<file path="src/rtl/if_pkg.sv">
// Shared fetch-stage types: controller states, buffer entry layout and
// the fetch address legality check used by the controller.
package if_pkg;

    typedef enum logic [1:0] {
        RUN   = 2'd0,
        HOLD  = 2'd1,
        FAULT = 2'd2
    } fetch_state_t;

    localparam int FETCH_BUF_DEPTH = 2;
    localparam logic [31:0] NOP_WORD = 32'h0000_0000;

    typedef struct packed {
        logic [31:0] pc;
        logic [31:0] instr;
    } fetch_entry_t;

    // A fetch is illegal if misaligned or outside the 2^aw-word instruction memory.
    function automatic logic fetch_addr_bad(input logic [31:0] addr, input int unsigned aw);
        logic [31:0] hi_mask;
        hi_mask = ~((32'd1 << (aw + 32'd2)) - 32'd1);
        return (addr[1:0] != 2'b00) || ((addr & hi_mask) != 32'd0);
    endfunction

endpackage

</file>
<file path="src/rtl/fetch_buf.sv">
// Small synchronous FIFO of fetch entries between the fetch controller and
// decode. Head is read straight from registers; flush empties it in one cycle.
module fetch_buf
    import if_pkg::*;
(
    input  logic         clk,
    input  logic         srst,
    input  logic         flush,
    input  logic         push,
    input  fetch_entry_t push_data,
    input  logic         pop,
    output fetch_entry_t head,
    output logic [1:0]   count,
    output logic         full
);

    localparam int PTR_W = $clog2(FETCH_BUF_DEPTH);
    localparam logic [1:0] DEPTH_CNT = 2'(FETCH_BUF_DEPTH);

    logic [PTR_W-1:0] wr_ptr_reg;
    logic [PTR_W-1:0] rd_ptr_reg;
    logic [1:0]       count_reg;
    logic [1:0]       count_next;
    logic             push_ok;
    logic             pop_ok;
    fetch_entry_t     slot [FETCH_BUF_DEPTH];

    assign full    = (count_reg == DEPTH_CNT);
    assign pop_ok  = pop && (count_reg != 2'd0);
    // A pop frees the head slot, so a push into a full buffer is still legal.
    assign push_ok = push && !flush && (!full || pop_ok);

    genvar gi;
    generate
        for (gi = 0; gi < FETCH_BUF_DEPTH; gi++) begin : g_slot
            fetch_entry_t slot_reg;
            always_ff @(posedge clk) begin
                if (srst) begin
                    slot_reg <= '0;
                end else if (push_ok && (wr_ptr_reg == PTR_W'(gi))) begin
                    slot_reg <= push_data;
                end
            end
            assign slot[gi] = slot_reg;
        end
    endgenerate

    always_comb begin
        count_next = count_reg;
        case ({push_ok, pop_ok})
            2'b10:   count_next = count_reg + 2'd1;
            2'b01:   count_next = count_reg - 2'd1;
            default: count_next = count_reg;
        endcase
    end

    always_ff @(posedge clk) begin
        if (srst || flush) begin
            wr_ptr_reg <= '0;
            rd_ptr_reg <= '0;
            count_reg  <= 2'd0;
        end else begin
            if (push_ok) begin
                wr_ptr_reg <= wr_ptr_reg + PTR_W'(1);
            end
            if (pop_ok) begin
                rd_ptr_reg <= rd_ptr_reg + PTR_W'(1);
            end
            count_reg <= count_next;
        end
    end

    assign head  = slot[rd_ptr_reg];
    assign count = count_reg;

endmodule

</file>
<file path="src/rtl/if_fetch_ctrl.sv">
// Instruction-fetch controller: owns the PC, fetches from a combinational
// instruction memory and hands {pc, instr} to decode through fetch_buf.
module if_fetch_ctrl
    import if_pkg::*;
#(
    parameter logic [31:0] RESET_PC = 32'h0000_0000,
    parameter int unsigned IMEM_AW  = 8
) (
    input  logic        clk,
    input  logic        reset,
    output logic [31:0] imem_addr,
    input  logic [31:0] imem_instr,
    input  logic        redirect_valid,
    input  logic [31:0] redirect_pc,
    input  logic        halt,
    output logic        out_valid,
    input  logic        out_ready,
    output logic [31:0] out_pc,
    output logic [31:0] out_instr,
    output logic        fault,
    output logic [31:0] fault_pc,
    output logic [31:0] retire_count
);

    fetch_state_t state_reg;
    fetch_state_t state_next;
    logic [31:0]  fetch_pc_reg;
    logic [31:0]  fetch_pc_next;
    logic         fault_reg;
    logic         fault_next;
    logic [31:0]  fault_pc_reg;
    logic [31:0]  fault_pc_next;
    logic [31:0]  retire_count_reg;

    logic         push;
    logic         pop;
    logic         addr_bad;
    logic [1:0]   buf_count;
    logic         buf_full;
    fetch_entry_t push_entry;
    fetch_entry_t head_entry;

    assign out_valid  = (buf_count != 2'd0);
    assign pop        = out_valid && out_ready;
    assign addr_bad   = fetch_addr_bad(fetch_pc_reg, IMEM_AW);
    assign push_entry = '{pc: fetch_pc_reg, instr: imem_instr};

    // Redirect outranks everything but reset; halt blocks pushes immediately,
    // while the HOLD state adds one cycle of restart latency after release.
    always_comb begin
        state_next    = state_reg;
        fetch_pc_next = fetch_pc_reg;
        fault_next    = fault_reg;
        fault_pc_next = fault_pc_reg;
        push          = 1'b0;
        if (redirect_valid) begin
            fetch_pc_next = redirect_pc;
            fault_next    = 1'b0;
            state_next    = halt ? HOLD : RUN;
        end else begin
            case (state_reg)
                RUN: begin
                    if (addr_bad) begin
                        state_next    = FAULT;
                        fault_next    = 1'b1;
                        fault_pc_next = fetch_pc_reg;
                    end else if (halt) begin
                        state_next = HOLD;
                    end else if (!buf_full || pop) begin
                        push          = 1'b1;
                        fetch_pc_next = fetch_pc_reg + 32'd4;
                    end
                end
                HOLD: begin
                    if (addr_bad) begin
                        state_next    = FAULT;
                        fault_next    = 1'b1;
                        fault_pc_next = fetch_pc_reg;
                    end else if (!halt) begin
                        state_next = RUN;
                    end
                end
                FAULT: begin
                    state_next = FAULT;
                end
                default: begin
                    state_next = RUN;
                end
            endcase
        end
    end

    always_ff @(posedge clk) begin
        if (reset) begin
            state_reg        <= RUN;
            fetch_pc_reg     <= RESET_PC;
            fault_reg        <= 1'b0;
            fault_pc_reg     <= 32'd0;
            retire_count_reg <= 32'd0;
        end else begin
            state_reg    <= state_next;
            fetch_pc_reg <= fetch_pc_next;
            fault_reg    <= fault_next;
            fault_pc_reg <= fault_pc_next;
            if (pop) begin
                retire_count_reg <= retire_count_reg + 32'd1;
            end
        end
    end

    fetch_buf u_fetch_buf (
        .clk       (clk),
        .srst      (reset),
        .flush     (redirect_valid),
        .push      (push),
        .push_data (push_entry),
        .pop       (pop),
        .head      (head_entry),
        .count     (buf_count),
        .full      (buf_full)
    );

    assign imem_addr    = fetch_pc_reg;
    assign out_pc       = head_entry.pc;
    assign out_instr    = head_entry.instr;
    assign fault        = fault_reg;
    assign fault_pc     = fault_pc_reg;
    assign retire_count = retire_count_reg;

endmodule
</file>
<file path="config.mk">
export PLATFORM = sky130hd
export DESIGN_NAME = if_fetch_ctrl
export DESIGN_NICKNAME = d
export VERILOG_FILES = /design/src/rtl/if_pkg.sv /design/src/rtl/fetch_buf.sv /design/src/rtl/if_fetch_ctrl.sv
export SDC_FILE = /design/constraint.sdc
export NUM_CORES = 1
export LEC_CHECK = 0
export BUFFER_PORTS_ARGS = -buffer_cell sky130_fd_sc_hd__buf_4
export CORE_MARGIN = 8
export CORE_UTILIZATION = 45
export DETAILED_ROUTE_END_ITERATION = 8
export GPL_ROUTABILITY_DRIVEN = 0
export HOLD_SLACK_MARGIN = 0.06
export PLACE_DENSITY_LB_ADDON = 0.1
export SLEW_MARGIN = 20
export SYNTH_ARGS = -nofsm -noshare
export SYNTH_HDL_FRONTEND = slang
export SYNTH_SLANG_ARGS = --single-unit
export TNS_END_PERCENT = 20
</file>
<file path="constraint.sdc">
create_clock -name clk -period 2 [get_ports clk]
set_input_delay 0.2 -clock clk [delete_from_list [all_inputs] [get_ports clk]]
set_output_delay 0.2 -clock clk [all_outputs]
set_load 0.02 [all_outputs]
</file>
## Word level (Yosys, flattened, before mapping)

Cells that the tools add are included.

- Register bits: 231
- Input bits: 69
- Logic and storage cells: 77
- Output and inout bits: 162

- Mux-type cells: 21
- Order comparisons: 1
- Bitwise operators: 3
- Add/sub/neg operators: 6
- Eq/ne operators: 9
- Reductions and logical operators: 25

Operators by type and width:

| operator | count |
|---|---|
| 64-bit two-way mux | 3 |
| 32-bit two-way mux | 5 |
| 32-bit by 1-bit adder with 32-bit output (second input constant) | 1 |
| 32-bit by 3-bit adder with 32-bit output (second input constant) | 1 |
| 32-bit nonzero test | 1 |
| 2-bit two-way mux | 5 |
| 2-bit nonzero test | 5 |
| 4-bit inequality test (second input constant) | 2 |
| 2-bit equality test (second input constant) | 3 |
| 1-bit logical AND | 6 |
| 1-bit two-way mux | 6 |
| 2-bit case mux with 3 select lines | 1 |
| 2-bit by 1-bit equality test with 1-bit output (second input constant) | 2 |
| 1-bit logical OR | 4 |
| 2-bit inequality test (second input constant) | 2 |
| 2-bit case mux with 2 select lines | 1 |
| 2-bit AND reduction | 2 |
| 4-bit AND reduction | 1 |
| 2-bit OR reduction | 2 |
| 3-bit AND reduction | 1 |
| 1-bit adder (second input constant) | 2 |
| 2-bit by 1-bit adder with 2-bit output (second input constant) | 1 |
| 2-bit greater-or-equal comparator (second input constant) | 1 |
| 1-bit logical NOT | 2 |
| other kinds (4) | 5 |

## Logic depth before layout (Yosys ltp)

- Word-level depth: 12
- Mapped depth: 9
- Gate-level depth less buffers: 8

## Cells and area by module

Synthesis repeated with hierarchy kept, for this count alone.

- Cell total of the unflattened synthesis: 1068
- Area, all modules: 10710.3 µm²

By module, submodules not included:

| module | area each (µm²) | cells an instance | times used |
|---|---|---|---|
| fetch_buf | 6214.7 | 585 | 1 |
| if_fetch_ctrl | 4495.6 | 483 | 1 |

## Least setup slack after synthesis

No wires, ideal clock.

- Path kind: register -> register
- From: register fetch_pc_reg[21] (netlist: imem_addr[21])
- To: register u_fetch_buf.count_reg[1] (netlist: u_fetch_buf.count[1])
- Setup time: 0.071 ns
- Setup slack: -0.180 ns
- Path buffers: 1
- Required time: 1.929 ns
- Data arrival time: 2.109 ns
- Stages on the path, launching flop included: 9
- Clock period less this slack: 2.180 ns
- Cell sequence: dfxtp_1 > nor4_1 > nand4_1 > nor2_1 > buf_2 > nand3_1 > ha_1 > or3_1 > a21oi_1

- Longest elaborated chain between the ends: 9
- Elaborated cells between the ends (all ways): 11
- Classes of those cells: eq/ne: 2; mux: 4; reduce/logical: 5

RTL lines:

| what | line | text |
|---|---|---|
| start, declared | if_fetch_ctrl.sv:27 | `logic [31:0] fetch_pc_reg;` |
| start signal, assigned | if_fetch_ctrl.sv:102 | `fetch_pc_reg <= fetch_pc_next;` |
| 32-bit nonzero test * | if_pkg.sv:23 | `return (addr[1:0] != 2'b00) \|\| ((addr & hi_mask) != 32'd0);` |
| 1-bit logical OR * | if_pkg.sv:23 |  |
| 1-bit two-way mux * | if_fetch_ctrl.sv:63 | `if (addr_bad) begin` |
| 1-bit two-way mux * | if_fetch_ctrl.sv:61 | `case (state_reg)` |
| 1-bit two-way mux * | if_fetch_ctrl.sv:56 | `if (redirect_valid) begin` |
| 1-bit logical AND * (2 in series) | fetch_buf.sv:31 | `assign push_ok = push && !flush && (!full \|\| pop_ok);` |
| 2-bit by 1-bit equality test with 1-bit output / 2-bit equality test (equally long branches) | fetch_buf.sv:50 | `case ({push_ok, pop_ok})` |
| 2-bit case mux with 2 select lines / 2-bit nonzero test (equally long branches) | - |  |
| end signal, assigned | fetch_buf.sv:69 | `count_reg <= count_next;` |
| end, declared | fetch_buf.sv:22 | `logic [1:0] count_reg;` |

Mark *: on every way between the ends. The rest lies on a longest branch, timed or not.
A chain may end at the register's enable or synchronous reset.

## Worst setup path in the final report

- From: register fetch_pc_reg[29] (netlist: imem_addr[29])
- To: register u_fetch_buf.count_reg[1] (netlist: u_fetch_buf.count[1])

The elaborated chain is that of the path after synthesis.

==> flow_summary.toml <==
[floorplan]
die_area_um2 = 25300
dieWidth_um = 159
ioPinCount = 231
die_y_um = 159
core_area_um2 = 20200
initial_core_util_pct = 45.7
fp-row-count = 52

[yosys]
netlist_area_um2 = 9210
synthSimpleGateAreaFrac_pct = 18.4
syn_avg_cell_area_um2 = 9.91
synthMuxAreaShare_pct = 21.7
ys_warn_count = 0
synth_cell_types = 43
synth-edff-count = 0
async_reset_ff_share_pct = 0
synth_xor_area_share_pct = 3.14
synth_seq_cells = 231
synth_adder_area_share_pct = 0.407
synth_compound_area_share_pct = 2.96
synth_top_family_by_area = "multiplexers"
ys_seq_area_share_pct = 50.2
synthFlopType = "dfxtp_1"
syn-num-nets = 1002
syn_inst = 930

[worst_setup_path]
crit_buf_inv = 1
r2r.worst_path.cells = 9
r2r-end = "u_fetch_buf.count[1]"
cp.arrival_ns = 2.45
worstReg2RegStart = "imem_addr[29]"
end_kind = "flip-flop"
crit_family = "simple AND/OR/NAND/NOR gates"
worstSetupStartpointType = "flip-flop"
crit_path_max_incr_delay_ns = 0.37
crit_slowest_cell = "or3_1"
cp_max_fo = 4
worstPathRequired_ns = 2.44
ff2ff_setup_slack_ns = -0.006
crit_chain = "nor4_2 > nand4_1 > nor2_2 > buf_6 > nand3_4 > ha_4 > xnor2_1 > or3_1 > a21oi_2"
worstSetupPathType = "reg2reg"

[detailed_routing]
drt_iter0_markers = 270
drc = 0
detail-route-antenna-nets = 0
vias = 7443
routed_via_density = 4.88
finalWirelength_mm = 24.7
drt_first_pass_iters = 4
avgRoutedWirePerCell_um = 16.2

[sta]
fin_worst_skew_ns = 0.00679
fin_crit_sh_pct = 100
rsz0062_at_grt = "yes"
min_period_ns = 2.01
setup-violations-final = 1
hold_violations = 0
relSlewSlack_pct = 40.9
tightest_slew_ns = 0.887
max_freq_mhz = 499
setup_slack_ns = -0.00602
slew_viol_final = 0

[cells_and_area]
most-common-layout-cells = "buf_4, dfxtp_1, nand2_1"
ff_latch_area_um2 = 4640
largest_register_ff_count = 128
nets = 1310
mostFrequentLayoutCell = "buf_4"
area_growth_pct = 42.7
fin_util_pct = 65.2
stdcell_count = 1526
antenna_cells = 0
drive_gt1_share_pct = 32.6
multiInputGateArea_um2 = 4420
n_fill_cell = 1647
fin_area_um2 = 13100

[grt]
grt_max_degree = 85
use_met3_pct = 5.46
use_met1_pct = 22.6
antenna_found_initial = 0
grt_pass1_wl_mm = 39.4
grt_overflow_total = 0
grt_pass1_vias = 7636
grt.total_usage_pct = 18.3
met2_usage_pct = 30.3
grt-busiest-layer = "met2"

[worst_hold_path]
worstHoldPathCells = 4
min_from = "redirect_valid"
hold_path_end = "imem_addr[8]"
hold_class = "in2reg"

[clock_tree]
htree_levels = 1
cts.clk_slew.worst_paths_ns = 0.06
cts_tree = "yes"
cts_setup_buffers = 0
cts_buffers = 25
clock_latency_ns = 0.50
cts_max_path_buffers = 3
cts.sinks = 231
root_buffer = "clkbuf_16"

[pwr]
power_frac_seq_pct = 47.5
p_per_area_nw_per_um2 = 758
p_sw_mw = 2.29
combPwrFrac_pct = 8.4
ir_drop_uv = 571
leakage_nw = 5.94
power.internal_mw = 7.68
sw_frac_of_total_pct = 22.9
power.share.clock_pct = 44.0

[outcome]
status = "finished with violations"
violations = "setup timing"

[place]
portBuffers = 230
dp_cells = 1412
dpl.hpwl_mm = 16.2
placed_cell_area_um2 = 11500

[job]
maxCapViolations = 0
==> layer usage <==
metal | share of wire [%] | wire, um
met1 | 45 | 11200
met2 | 46 | 11400
met3 | 6.4 | 1580
met4 | 2.1 | 518
met5 | 0 | 0
==> worst min-delay path, delay by kind of cell <==
kind | cells | cell delay [ns]
AOI/OAI and AO/OA | 1 | 0.15
buffers and inverters | 1 | 0.13
and+or+nand+nor | 2 | 0.13
==> metrics by stage <==
step | hold slack [ns] | TNS, ns | power, mW | setup WS (ns)
detailed placement | 0.439 | -3.31 | 5.55 | -0.157
finish | 0.146 | -0.00602 | 9.96 | -0.00602
CTS | 0.127 | 0 | 10.1 | 0.000228
global route | 0.141 | -5.51 | 10.4 | -0.165
floorplan | 0.333 | 0 | 5.18 | 0.0304
global placement | 0.435 | -0.757 | 5.55 | -0.0884
==> cell usage after synthesis, types with 2 or more instances <==
library cell,instances,share of area [%]
nand2_1,132,5.4
o21ai_0,13,0.71
or3_1,4,0.27
nor3_1,7,0.38
and3_1,7,0.48
a311oi_1,6,0.57
clkbuf_1,46,1.9
o2111a_1,3,0.37
a21oi_1,4,0.22
nor4_1,10,0.68
and4_1,6,0.57
nor2b_1,2,0.14
inv_1,6,0.24
o31ai_1,3,0.24
or2_2,2,0.14
xor2_1,17,1.6
buf_1,3,0.12
buf_2,11,0.60
or4_1,3,0.24
and2_1,56,3.8
nor2_1,91,3.7
nand3_1,26,1.4
nand4_1,13,0.88
ha_1,3,0.41
mux2_2,64,7.8
buf_4,2,0.16
dfxtp_1,231,50
mux2i_1,128,14
xnor2_1,16,1.5
a311o_1,2,0.22
==> cells by family after synthesis <==
family | count (synthesis)
AOI/OAI and AO/OA | 38
xor gates and xnor gates | 33
adders and majority gates | 3
buffers and inverters | 70
DFF | 231
muxes | 192
and+or+nand+nor | 363
==> layout make-up <==
class                      count  area share [%]
sequential                   231            35.3
multi-input combinational    629            33.6
timing repair buffer         344            22.4
clock buffer                  37            5.41
tap                          270            2.57
clock inverter                 8           0.524
inverter                       7           0.219
==> worst max path at each step <==
stage	slack (ns)	endpoint	startpoint	depth (start not counted)
after floorplan	0.03	u_fetch_buf.count[1]	imem_addr[28]	8
after global placement	-0.09	u_fetch_buf.count[1]	imem_addr[24]	8
after detailed placement	-0.16	u_fetch_buf.count[1]	imem_addr[24]	9
after CTS	0.0002	out_instr[31]	u_fetch_buf.rd_ptr_reg	3
after global routing	-0.16	u_fetch_buf.count[1]	imem_addr[29]	9
final	-0.006	u_fetch_buf.count[1]	imem_addr[29]	9
==> power groups by stage <==
stage	registers, mW	clock network, mW	logic [mW]
2_1_floorplan	4.90	0	0.277
3_3_place_gp	4.83	0	0.721
3_5_place_dp	4.83	0	0.723
4_1_cts	4.73	4.49	0.836
5_1_grt	4.74	4.71	0.905
6_report	4.74	4.38	0.842
==> what timing repair did <==
| action | CTS | global route |
|---|---|---|
| endpoints found under the hold margin | 97 | 0 |
| endpoints found under the setup margin | 71 | 122 |
| pin swaps | 1 | 5 |
| resized for setup | 6 | 15 |
| hold buffers | 65 | 0 |
| gates cloned | 0 | 4 |
Note: power is estimated with default switching activity, not from simulation.
